`config.mk`:
```
export PLATFORM = sky130hd
export DESIGN_NAME = byte_serializer
export DESIGN_NICKNAME = d
export VERILOG_FILES = /design/src/rtl/byte_serializer_pkg.sv /design/src/rtl/byte_fifo.sv /design/src/rtl/byte_serializer.sv
export SDC_FILE = /design/constraint.sdc
export NUM_CORES = 1
export LEC_CHECK = 0
export CORE_ASPECT_RATIO = 1.5
export CORE_MARGIN = 5
export CORE_UTILIZATION = 38
export CTS_BUF_LIST = sky130_fd_sc_hd__clkbuf_16
export DETAILED_ROUTE_END_ITERATION = 8
export PLACE_DENSITY_LB_ADDON = 0.12
export SLEW_MARGIN = 20
export SYNTH_ARGS = -nofsm -noshare
export SYNTH_HDL_FRONTEND = slang
export SYNTH_SLANG_ARGS = --single-unit
```
`constraint.sdc`:
```
create_clock -name clk -period 2.12 [get_ports clk]
set_input_delay 0.424 -clock clk [delete_from_list [all_inputs] [get_ports clk]]
set_output_delay 0.424 -clock clk [all_outputs]
set_load 0.02 [all_outputs]
```
`src/rtl/byte_serializer_pkg.sv`:
```
// Shared types and constants for the byte serializer and its FIFO.
package byte_serializer_pkg;

  localparam int unsigned BYTE_W        = 8;
  localparam int unsigned DEFAULT_DEPTH = 4;

  typedef enum logic [1:0] {
    StIdle,
    StShift,
    StGap
  } state_e;

endpackage

```
`src/rtl/byte_fifo.sv`:
```
// Byte FIFO with occupancy count; DEPTH must be a power of two so the pointers wrap naturally.
module byte_fifo
  import byte_serializer_pkg::*;
#(
  parameter int unsigned DEPTH = DEFAULT_DEPTH
) (
  input  logic                    clk,
  input  logic                    rst_n,
  input  logic                    push,
  input  logic                    pop,
  input  logic [BYTE_W-1:0]       din,
  output logic [BYTE_W-1:0]       dout,
  output logic                    full,
  output logic                    empty,
  output logic [$clog2(DEPTH):0]  count
);

  localparam int unsigned PtrW = $clog2(DEPTH);
  localparam logic [PtrW:0] FullCount = (PtrW + 1)'(DEPTH);

  logic [BYTE_W-1:0] mem_q [DEPTH];
  logic [PtrW-1:0]   wr_ptr_q, rd_ptr_q;
  logic [PtrW:0]     count_q;
  logic              do_push, do_pop;

  // A full FIFO refuses a write even if a pop frees a slot on the same edge.
  assign do_push = push && !full;
  assign do_pop  = pop && !empty;

  assign full  = (count_q == FullCount);
  assign empty = (count_q == '0);
  assign count = count_q;
  assign dout  = mem_q[rd_ptr_q];

  always_ff @(posedge clk or negedge rst_n) begin
    if (!rst_n) begin
      wr_ptr_q <= '0;
      rd_ptr_q <= '0;
      count_q  <= '0;
    end else begin
      if (do_push) wr_ptr_q <= wr_ptr_q + 1'b1;
      if (do_pop)  rd_ptr_q <= rd_ptr_q + 1'b1;
      unique case ({do_push, do_pop})
        2'b10:   count_q <= count_q + 1'b1;
        2'b01:   count_q <= count_q - 1'b1;
        default: count_q <= count_q;
      endcase
    end
  end

  always_ff @(posedge clk) begin
    if (do_push) mem_q[wr_ptr_q] <= din;
  end

endmodule

```
`src/rtl/byte_serializer.sv`:
```
// Queues bytes in a small FIFO and shifts each out as 8 serial bits followed by a one-cycle gap.
module byte_serializer
  import byte_serializer_pkg::*;
#(
  parameter int unsigned DEPTH     = DEFAULT_DEPTH,
  parameter bit          MSB_FIRST = 1'b1
) (
  input  logic              clk,
  input  logic              rst_n,
  input  logic              in_valid,
  output logic              in_ready,
  input  logic [BYTE_W-1:0] in_data,
  output logic              ser_out,
  output logic              ser_valid,
  output logic              frame_start,
  output logic              busy,
  output logic              overflow
);

  logic [$clog2(DEPTH):0] count;
  logic                   full, empty, push, pop;
  logic [BYTE_W-1:0]      fifo_dout;

  state_e            state_q, state_d;
  logic [BYTE_W-1:0] shreg_q, shreg_d;
  logic [2:0]        bitcnt_q, bitcnt_d;
  logic              alive_q, overflow_q;
  logic              ser_out_q, ser_valid_q, frame_start_q;
  logic              next_valid, next_bit;

  // alive_q keeps in_ready low while in reset and until the first edge after release.
  assign in_ready    = alive_q && !full;
  assign push        = in_valid && in_ready;
  assign busy        = (state_q != StIdle) || !empty;
  assign overflow    = overflow_q;
  assign ser_out     = ser_out_q;
  assign ser_valid   = ser_valid_q;
  assign frame_start = frame_start_q;

  byte_fifo #(
    .DEPTH (DEPTH)
  ) u_fifo (
    .clk   (clk),
    .rst_n (rst_n),
    .push  (push),
    .pop   (pop),
    .din   (in_data),
    .dout  (fifo_dout),
    .full  (full),
    .empty (empty),
    .count (count)
  );

  always_comb begin
    state_d  = state_q;
    shreg_d  = shreg_q;
    bitcnt_d = bitcnt_q;
    pop      = 1'b0;
    unique case (state_q)
      StIdle: begin
        if (count != '0) begin
          pop      = 1'b1;
          shreg_d  = fifo_dout;
          bitcnt_d = '0;
          state_d  = StShift;
        end
      end
      StShift: begin
        shreg_d  = MSB_FIRST ? {shreg_q[BYTE_W-2:0], 1'b0} : {1'b0, shreg_q[BYTE_W-1:1]};
        bitcnt_d = bitcnt_q + 1'b1;
        if (bitcnt_q == 3'd7) state_d = StGap;
      end
      StGap:   state_d = StIdle;
      default: state_d = StIdle;
    endcase
  end

  // Serial outputs are registered copies of what the next state presents.
  assign next_valid = (state_d == StShift);
  assign next_bit   = MSB_FIRST ? shreg_d[BYTE_W-1] : shreg_d[0];

  always_ff @(posedge clk or negedge rst_n) begin
    if (!rst_n) begin
      state_q       <= StIdle;
      shreg_q       <= '0;
      bitcnt_q      <= '0;
      alive_q       <= 1'b0;
      overflow_q    <= 1'b0;
      ser_out_q     <= 1'b0;
      ser_valid_q   <= 1'b0;
      frame_start_q <= 1'b0;
    end else begin
      state_q       <= state_d;
      shreg_q       <= shreg_d;
      bitcnt_q      <= bitcnt_d;
      alive_q       <= 1'b1;
      if (in_valid && !in_ready) overflow_q <= 1'b1;
      ser_valid_q   <= next_valid;
      ser_out_q     <= next_valid && next_bit;
      frame_start_q <= next_valid && (bitcnt_d == 3'd0);
    end
  end

endmodule

```
==> results of run 1 <==
[kinds of logic after synthesis]
| kind of cell | Yosys count | synth area share |
|---|---|---|
| AO/OA/AOI/OAI | 16 | 0.0580 |
| other | 1 | 0.00164 |
| buffers and inverters | 13 | 0.0257 |
| adder cells (fa/ha/maj) | 8 | 0.0470 |
| AND/OR/NAND/NOR | 25 | 0.0656 |
| multiplexers | 11 | 0.0963 |
| XOR/XNOR | 6 | 0.0230 |
| flip-flops | 56 | 0.683 |
[stage by stage]
| stage | worst slack, ns | hold slack (ns) | util | instance area (um2) |
|---|---|---|---|---|
| 3_3_place_gp | 0.0200 | 0.437 | 0.451 | 2630 |
| 6_report | 0.0422 | 0.476 | 0.486 | 2830 |
| 3_5_place_dp | -0.0825 | 0.472 | 0.451 | 2630 |
| 4_1_cts | 0.00356 | 0.488 | 0.477 | 2780 |
| 5_1_grt | -0.0550 | 0.505 | 0.486 | 2830 |
| 2_1_floorplan | 0.0168 | 0.128 | - | 2290 |
[Yosys cell counts (all sizes together)]
| cell type | n |
|---|---|
| mux2i | 1 |
| conb | 1 |
| mux2 | 2 |
| edfxtp | 32 |
| or3 | 1 |
| or3b | 1 |
| a21oi | 3 |
| nand2 | 2 |
| dfrtp | 24 |
| inv | 7 |
| and3 | 8 |
| xnor2 | 3 |
| o21ai | 1 |
| nand2b | 1 |
| buf | 3 |
| a22o | 3 |
| mux4 | 8 |
| ha | 7 |
| nor2 | 3 |
| a21o | 1 |
| clkbuf | 3 |
| nor2b | 2 |
| and2 | 6 |
| fa | 1 |
| a221o | 6 |
| nand3 | 1 |
| o21bai | 2 |
| xor2 | 3 |
[per-layer routing]
metal,share of wire,wire length [um],vias up,track usage
met2,0.56,2140,16,0.195
met1,0.39,1490,606,0.118
met3,0.032,121,4,0.0355
li1,-,-,564,-
met5,0,0,-,0
met4,0.012,44,0,0.0350
[cell type report]
class / count / share of cell area
multi-input cells: 67 / 0.248
clock buffers: 5 / 0.0442
flip-flops and latches: 56 / 0.551
inverters: 7 / 0.00927
well taps: 72 / 0.0318
repair buffers: 29 / 0.108
clock inverters: 3 / 0.00795
[registers in the layout, summed over array words and instances (netlist names)]
name and cells:
u_fifo.mem_q 32, shreg_q 7, bitcnt_q 3, u_fifo.count 3, state_q 2, u_fifo.rd_ptr_q 2
u_fifo.wr_ptr_q 2, alive_q 1, frame_start 1, overflow 1, ser_out 1, ser_valid 1
[how the worst min path moves through the flow]
stage / startpoint / to / slack (ns) / cells past startpoint
after global placement: overflow$_DFFE_PN0P_ / overflow$_DFFE_PN0P_ / 0.44 / 1
after global routing: overflow$_DFFE_PN0P_ / overflow$_DFFE_PN0P_ / 0.51 / 1
after CTS: overflow$_DFFE_PN0P_ / overflow$_DFFE_PN0P_ / 0.49 / 1
after floorplan: rst_n / alive_q$_DFF_PN0_ / 0.13 / 0
after detailed placement: overflow$_DFFE_PN0P_ / overflow$_DFFE_PN0P_ / 0.47 / 1
final: overflow$_DFFE_PN0P_ / overflow$_DFFE_PN0P_ / 0.48 / 1
[power groups by stage]
stage / registers [uW] / clock network [uW] / logic (uW)
detailed placement: 1590 / 0 / 1110
floorplan: 1550 / 0 / 791
CTS: 1570 / 838 / 1130
global route: 1600 / 873 / 1300
finish: 1570 / 808 / 1180
global placement: 1580 / 0 / 1060
[what timing repair did]
item	4_1_cts	5_1_grt
setup endpoints to repair	3	2
hold buffers	0	0
setup buffers	1	3
gates resized for setup	2	8
pin swaps	3	4
[critical path, delay by kind of cell (launching register included)]
family / cells / cell delay, ns
and+or+nand+nor: 3 / 0.66
DFF: 1 / 0.41
adders and majority gates: 2 / 0.40
xor gates and xnor gates: 2 / 0.30
buffers and inverters: 2 / 0.20
[cell usage in the layout (no fill, tap or decap), types with 2 or more instances in the layout]
cell,netlist,final
sky130_fd_sc_hd__and3_4,1,2
sky130_fd_sc_hd__a221o_1,6,6
sky130_fd_sc_hd__a21oi_1,3,3
sky130_fd_sc_hd__inv_2,0,2
sky130_fd_sc_hd__xnor2_1,3,3
sky130_fd_sc_hd__buf_4,0,9
sky130_fd_sc_hd__xor2_1,3,2
sky130_fd_sc_hd__ha_1,7,6
sky130_fd_sc_hd__nand2_1,2,2
sky130_fd_sc_hd__inv_1,7,5
sky130_fd_sc_hd__edfxtp_1,32,32
sky130_fd_sc_hd__clkdlybuf4s50_1,0,14
sky130_fd_sc_hd__clkbuf_16,0,5
sky130_fd_sc_hd__mux4_2,7,7
sky130_fd_sc_hd__a22o_1,3,3
sky130_fd_sc_hd__and3_1,7,6
sky130_fd_sc_hd__nor2b_1,2,2
sky130_fd_sc_hd__dfrtp_1,24,24
sky130_fd_sc_hd__and2_1,6,6
sky130_fd_sc_hd__buf_12,0,4
sky130_fd_sc_hd__nor2_1,3,3
==> impl_metrics.prom, run 1 <==
# TYPE chip_impl_metric gauge
chip_impl_info{name="status",value="complete, no violations"} 1
chip_impl_metric{name="grt_pass1_vias",unit=""} 1339
chip_impl_info{name="worstSetupStartpointType",value="flop"} 1
chip_impl_info{name="cp_cell_sequence",value="buf_4, or3_4, and2_1, ha_4, inv_2, fa_2, xor2_2, nor2_1, xor2_1"} 1
chip_impl_metric{name="cap_viol_max_count",unit=""} 0
chip_impl_metric{name="pwr_density_cell",unit="nW/um2"} 1250
chip_impl_metric{name="layoutNonFillerInstCount",unit=""} 239
chip_impl_metric{name="drt_pre_antenna_iters",unit=""} 3
chip_impl_metric{name="cts-root-to-sink-buffers",unit=""} 2
chip_impl_metric{name="timing.final.crit_period",unit="ns"} 2.08
chip_impl_metric{name="clock.fmax",unit="MHz"} 481
chip_impl_metric{name="fp-row-count",unit=""} 34
chip_impl_metric{name="synth.ff_latch_count",unit=""} 56
chip_impl_metric{name="route.antenna.remaining_nets",unit=""} 0
chip_impl_metric{name="postSynthCellCount",unit=""} 136
chip_impl_metric{name="leakagePower",unit="uW"} 0.00112
chip_impl_metric{name="worst-endpoint-arrival",unit="ns"} 2.25
chip_impl_info{name="hold_path.class",value="reg -> reg"} 1
chip_impl_info{name="cp_slowest_cell",value="sky130_fd_sc_hd__dfrtp_1"} 1
chip_impl_metric{name="p_seq_frac",unit=""} 0.441
chip_impl_metric{name="timing_max_transition_violations_final",unit=""} 0
chip_impl_metric{name="p_int",unit="uW"} 2500
chip_impl_metric{name="floorplan.io_pins",unit=""} 17
chip_impl_metric{name="grt_antenna_before_repair",unit=""} 0
chip_impl_metric{name="vias",unit=""} 1190
chip_impl_metric{name="die_width",unit="um"} 73.3
chip_impl_metric{name="power.clock.fraction",unit=""} 0.227
chip_impl_metric{name="netSwitchingFraction",unit=""} 0.295
chip_impl_info{name="critical_path.endpoint_type",value="flop"} 1
chip_impl_metric{name="clk_pin_slew",unit="ns"} 0.07
chip_impl_info{name="unrepaired_setup_endpoints_after_global_routing",value="true"} 1
chip_impl_metric{name="hold_viol_final",unit=""} 0
chip_impl_metric{name="grt_pass1_wl",unit="um"} 6310
chip_impl_info{name="yosysTopAreaCell",value="sky130_fd_sc_hd__edfxtp_1"} 1
chip_impl_metric{name="placed_cells_incl_taps",unit=""} 227
chip_impl_metric{name="setup_total_negative_slack",unit="ns"} 0
chip_impl_metric{name="fillers",unit=""} 485
chip_impl_metric{name="final_layout_size_suffix_gt1_frac",unit=""} 0.240
chip_impl_metric{name="ir_worst_vdd",unit="mV"} 0.714
chip_impl_info{name="timing.critical_path.to",value="u_fifo.count[2]$_DFFE_PN0P_"} 1
chip_impl_metric{name="dieArea",unit="um2"} 7700
chip_impl_metric{name="post-synth-top-area-fraction",unit=""} 0.420
chip_impl_metric{name="grtUsageTotal",unit=""} 0.109
chip_impl_metric{name="mappedNetlistNets",unit=""} 155
chip_impl_metric{name="ys_seq_area_frac",unit=""} 0.683
chip_impl_metric{name="die_height",unit="um"} 105
chip_impl_info{name="netlist_top_cells_area",value="sky130_fd_sc_hd__edfxtp_1 (42%), sky130_fd_sc_hd__dfrtp_1 (26%), sky130_fd_sc_hd__mux4_2 (6.9%), sky130_fd_sc_hd__ha_1 (3.8%), sky130_fd_sc_hd__a221o_1 (2.6%)"} 1
chip_impl_metric{name="gpl.final_weighted_congestion",unit=""} 0.702
chip_impl_metric{name="tritoncts.num_buffers",unit=""} 5
chip_impl_metric{name="initial_core_util",unit=""} 0.392
chip_impl_metric{name="synthToLayoutAreaGrowth",unit="%"} 23.9
chip_impl_metric{name="average_cell_area_after_synthesis",unit="um2"} 16.8
chip_impl_metric{name="diodes",unit=""} 0
chip_impl_metric{name="tightest_slew",unit="ns"} 0.748
chip_impl_metric{name="placed_wire_length_estimate",unit="um"} 2640
chip_impl_metric{name="report.power.total",unit="uW"} 3550
chip_impl_metric{name="multi_input_comb_area",unit="um2"} 702
chip_impl_metric{name="nets",unit=""} 185
chip_impl_info{name="cts.root.buffer_cell",value="sky130_fd_sc_hd__clkbuf_16"} 1
chip_impl_metric{name="worst_ep_required",unit="ns"} 2.29
chip_impl_metric{name="per_cell_via_count_in_the_routed_design",unit=""} 4.98
chip_impl_metric{name="tritoncts_num_sinks",unit=""} 56
chip_impl_metric{name="crit_path_max_fanout",unit=""} 4
chip_impl_info{name="worstReg2RegEnd",value="u_fifo.count[2]$_DFFE_PN0P_"} 1
chip_impl_metric{name="htreeDepth",unit=""} 2
chip_impl_metric{name="share_comb_of_total_power",unit=""} 0.331
chip_impl_metric{name="routed_wl",unit="um"} 3800
chip_impl_metric{name="yosysWarningCount",unit=""} 0
chip_impl_info{name="critical_path.reg2reg.startpoint",value="u_fifo.count[0]$_DFFE_PN0P_"} 1
chip_impl_metric{name="drc",unit=""} 0
chip_impl_metric{name="core",unit="um2"} 5830
chip_impl_info{name="crit_path_start",value="u_fifo.count[0]$_DFFE_PN0P_"} 1
chip_impl_metric{name="reg2regPathDepth",unit=""} 9
chip_impl_metric{name="grt_max_degree",unit=""} 25
chip_impl_metric{name="skew",unit="ns"} 0.00381
chip_impl_metric{name="grt-ovfl-total",unit=""} 0
chip_impl_metric{name="timing.critical_path.slowest_cell_delay",unit="ns"} 0.41
chip_impl_metric{name="synth_area",unit="um2"} 2290
chip_impl_metric{name="final-seq-area",unit="um2"} 1560
chip_impl_metric{name="yosys.cell_types.count",unit=""} 33
chip_impl_info{name="tritoncts",value="yes"} 1
chip_impl_metric{name="finalSetupViolations",unit=""} 0
chip_impl_metric{name="fin_crit_sh",unit=""} 0.980
chip_impl_metric{name="wire_per_inst",unit="um"} 15.9
chip_impl_metric{name="power.net_switching",unit="uW"} 1050
chip_impl_metric{name="detail_route.iter0.violations",unit=""} 41
chip_impl_metric{name="slew_headroom",unit=""} 0.501
chip_impl_metric{name="port_buffers",unit=""} 16
chip_impl_metric{name="regToRegSetupSlack",unit="ns"} 0.04
chip_impl_metric{name="worstSkewPairLatency",unit="ns"} 0.29
chip_impl_info{name="setup.worst_path.class",value="reg -> reg"} 1
(Power assumes the default switching activity.)
==> inputs of run 2 (changes only) <==
--- a/config.mk
+++ b/config.mk
@@ -5,12 +5,12 @@
 export SDC_FILE = /design/constraint.sdc
 export NUM_CORES = 1
 export LEC_CHECK = 0
-export CORE_ASPECT_RATIO = 1.5
+export CORE_ASPECT_RATIO = 2
 export CORE_MARGIN = 5
 export CORE_UTILIZATION = 38
-export CTS_BUF_LIST = sky130_fd_sc_hd__clkbuf_16
 export DETAILED_ROUTE_END_ITERATION = 8
 export PLACE_DENSITY_LB_ADDON = 0.12
+export REMOVE_ABC_BUFFERS = 1
 export SLEW_MARGIN = 20
 export SYNTH_ARGS = -nofsm -noshare
 export SYNTH_HDL_FRONTEND = slang
==> run 2 against run 1 <==
  * First-iteration DRC count rose by 39%
  * Sequential power barely moved
  * Combinational power fell by 6%
  * Clock skew rose by 0.0039 ns
  * Sequential share of layout area rose by 0.42 points
==> impl_metrics.prom, run 2 (synthesized netlist as in run 1, its figures left out) <==
# TYPE chip_impl_metric gauge
chip_impl_info{name="status",value="complete, no violations"} 1
chip_impl_metric{name="finalSetupViolations",unit=""} 0
chip_impl_info{name="unrepaired_setup_endpoints_after_global_routing",value="true"} 1
chip_impl_metric{name="grt_pass1_wl",unit="um"} 6250
chip_impl_metric{name="reg2regPathDepth",unit=""} 9
chip_impl_info{name="biggestRegsByFlops",value="u_fifo.mem_q (32), shreg_q (7)"} 1
chip_impl_metric{name="grt_max_degree",unit=""} 25
chip_impl_metric{name="tightest_slew",unit="ns"} 0.748
chip_impl_metric{name="tritoncts_num_sinks",unit=""} 56
chip_impl_metric{name="htreeDepth",unit=""} 2
chip_impl_metric{name="placement.cell_area",unit="um2"} 2630
chip_impl_metric{name="drc",unit=""} 0
chip_impl_metric{name="cts-root-to-sink-buffers",unit=""} 2
chip_impl_metric{name="synthToLayoutAreaGrowth",unit="%"} 23.0
chip_impl_metric{name="tritoncts.num_buffers",unit=""} 5
chip_impl_info{name="cts.root.buffer_cell",value="sky130_fd_sc_hd__clkbuf_16"} 1
chip_impl_metric{name="placed_wire_length_estimate",unit="um"} 2760
chip_impl_metric{name="worst-endpoint-arrival",unit="ns"} 2.29
chip_impl_metric{name="clock.fmax",unit="MHz"} 481
chip_impl_metric{name="timing.final.ws_setup",unit="ns"} 0.0428
chip_impl_info{name="setup.worst_path.class",value="reg -> reg"} 1
chip_impl_metric{name="fin_hold_ws",unit="ns"} 0.480
chip_impl_metric{name="multi_input_comb_area",unit="um2"} 692
chip_impl_metric{name="skew",unit="ns"} 0.00774
chip_impl_metric{name="placed_cells_incl_taps",unit=""} 220
chip_impl_metric{name="die_width",unit="um"} 64.9
chip_impl_metric{name="wire_per_inst",unit="um"} 16.6
chip_impl_metric{name="final-seq-area",unit="um2"} 1560
chip_impl_metric{name="vias",unit=""} 1208
chip_impl_metric{name="worstSkewPairLatency",unit="ns"} 0.29
chip_impl_metric{name="flip_flop_count_of_the_largest_register_all_copies_and_words_added",unit=""} 32
chip_impl_metric{name="initial_core_util",unit=""} 0.384
chip_impl_metric{name="core",unit="um2"} 5960
chip_impl_metric{name="grtUsageTotal",unit=""} 0.107
chip_impl_metric{name="clk_pin_slew",unit="ns"} 0.07
chip_impl_info{name="tritoncts",value="yes"} 1
chip_impl_metric{name="worst_ep_required",unit="ns"} 2.33
chip_impl_metric{name="dieArea",unit="um2"} 7760
chip_impl_metric{name="cts.hold.buffers_added",unit=""} 0
chip_impl_metric{name="grt_pass1_vias",unit=""} 1294
chip_impl_metric{name="slew_headroom",unit=""} 0.500
chip_impl_metric{name="fin_crit_sh",unit=""} 0.980
chip_impl_metric{name="fp-row-count",unit=""} 40
chip_impl_metric{name="dpl_worst_slack",unit="ns"} -0.0330
chip_impl_metric{name="pwr_density_cell",unit="nW/um2"} 1260
chip_impl_metric{name="drt_pre_antenna_iters",unit=""} 3
chip_impl_metric{name="grt-ovfl-total",unit=""} 0
chip_impl_metric{name="route.antenna.remaining_nets",unit=""} 0
chip_impl_metric{name="grt_antenna_before_repair",unit=""} 0
chip_impl_info{name="critical_path.endpoint_type",value="flop"} 1
chip_impl_metric{name="gpl.final_weighted_congestion",unit=""} 0.662
chip_impl_info{name="most_common_cell_after_layout_fill_and_taps_aside",value="sky130_fd_sc_hd__edfxtp_1"} 1
chip_impl_info{name="commonest_cells_after_routing_fill_and_taps_aside",value="sky130_fd_sc_hd__edfxtp_1 (32), sky130_fd_sc_hd__dfrtp_1 (24), sky130_fd_sc_hd__clkdlybuf4s50_1 (14)"} 1
chip_impl_metric{name="final_layout_size_suffix_gt1_frac",unit=""} 0.223
chip_impl_metric{name="crit_path_max_fanout",unit=""} 4
chip_impl_metric{name="ir_worst_vdd",unit="mV"} 0.596
chip_impl_metric{name="timing_max_transition_violations_final",unit=""} 0
chip_impl_metric{name="port_buffers",unit=""} 16
chip_impl_info{name="largest_register",value="u_fifo.mem_q"} 1
chip_impl_info{name="hold_path.class",value="in -> async"} 1
chip_impl_metric{name="cap_viol_max_count",unit=""} 0
chip_impl_metric{name="hold_viol_final",unit=""} 0
chip_impl_metric{name="routed_wl",unit="um"} 3790
chip_impl_metric{name="floorplan.io_pins",unit=""} 17
chip_impl_metric{name="per_cell_via_count_in_the_routed_design",unit=""} 5.28
chip_impl_info{name="worstSetupStartpointType",value="flop"} 1
chip_impl_metric{name="layoutNonFillerInstCount",unit=""} 229
chip_impl_metric{name="nets",unit=""} 184
chip_impl_metric{name="timing.final.crit_period",unit="ns"} 2.08
chip_impl_metric{name="fillers",unit=""} 517
chip_impl_metric{name="report.power.total",unit="uW"} 3530
chip_impl_metric{name="total_non_filler_cell_area_in_the_finished_layout",unit="um2"} 2810
chip_impl_metric{name="diodes",unit=""} 0
chip_impl_metric{name="die_height",unit="um"} 120
chip_impl_metric{name="leakagePower",unit="uW"} 0.00112
chip_impl_metric{name="detail_route.iter0.violations",unit=""} 57
[run 2: cell count changes in the layout (fill, tap and decap cells not counted), sizes merged]
cell	delta
inv	+2
clkdlybuf4s15	-1
buf	-1
clkinvlp	-1
clkinv	-1
dlygate4sd2	+1
[run 2: power by group]
group	internal (uW)	switching, uW	total, uW	leakage, uW
Sequential	1410	163	1570	0.000580
Clock	455	393	849	0.0000767
Combinational	616	495	1110	0.000466
[run 2: worst max-delay path, stage by stage (launching register included)]
cell	delay (ns)
sky130_fd_sc_hd__dfrtp_1	0.42
sky130_fd_sc_hd__or3b_1	0.42
sky130_fd_sc_hd__and3_4	0.20
sky130_fd_sc_hd__inv_4	0.05
sky130_fd_sc_hd__ha_4	0.12
sky130_fd_sc_hd__inv_2	0.04
sky130_fd_sc_hd__fa_2	0.35
sky130_fd_sc_hd__xor2_1	0.14
sky130_fd_sc_hd__nor2_1	0.11
sky130_fd_sc_hd__xor2_1	0.16
[run 2: area by class of cell]
| class | instances | share of cell area |
|---|---|---|
| sequential | 56 | 0.555 |
| tap | 63 | 0.0280 |
| inverter | 7 | 0.0102 |
| multi-input combinational | 67 | 0.246 |
| clock buffer | 5 | 0.0445 |
| timing repair buffer | 28 | 0.106 |
| clock inverter | 3 | 0.0102 |
[run 2: worst paths after layout]
check                           slack [ns]                   startpoint                          end
worst max-delay path                  0.04  u_fifo.count[0]$_DFFE_PN0P_  u_fifo.count[2]$_DFFE_PN0P_
worst min-delay path                  0.48                        rst_n  u_fifo.count[2]$_DFFE_PN0P_
worst max register to register        0.04  u_fifo.count[0]$_DFFE_PN0P_  u_fifo.count[2]$_DFFE_PN0P_
worst min register to register        0.49         overflow$_DFFE_PN0P_         overflow$_DFFE_PN0P_
max in group asynchronous             1.40                        rst_n          ser_valid$_DFF_PN0_
min in group clk                      0.49         overflow$_DFFE_PN0P_         overflow$_DFFE_PN0P_
[run 2: repair_timing]
action	in CTS	in global routing
endpoints found under the setup margin	3	1
buffers inserted	0	1
resized for setup	4	6
pin swaps	1	5
[run 2: stage by stage]
step	setup TNS (ns)	utilization
after floorplan	0	-
after global placement	0	0.441
after detailed placement	-0.0330	0.441
after CTS	0	0.468
after global routing	-0.0748	0.472
final	0	0.472
[run 2: layer usage]
metal / wire [um] / share of wire / global-route usage
met4: 103 / 0.027 / 0.0477
met1: 1450 / 0.38 / 0.111
met5: 0 / 0 / 0
met3: 95 / 0.025 / 0.0206
met2: 2140 / 0.56 / 0.199
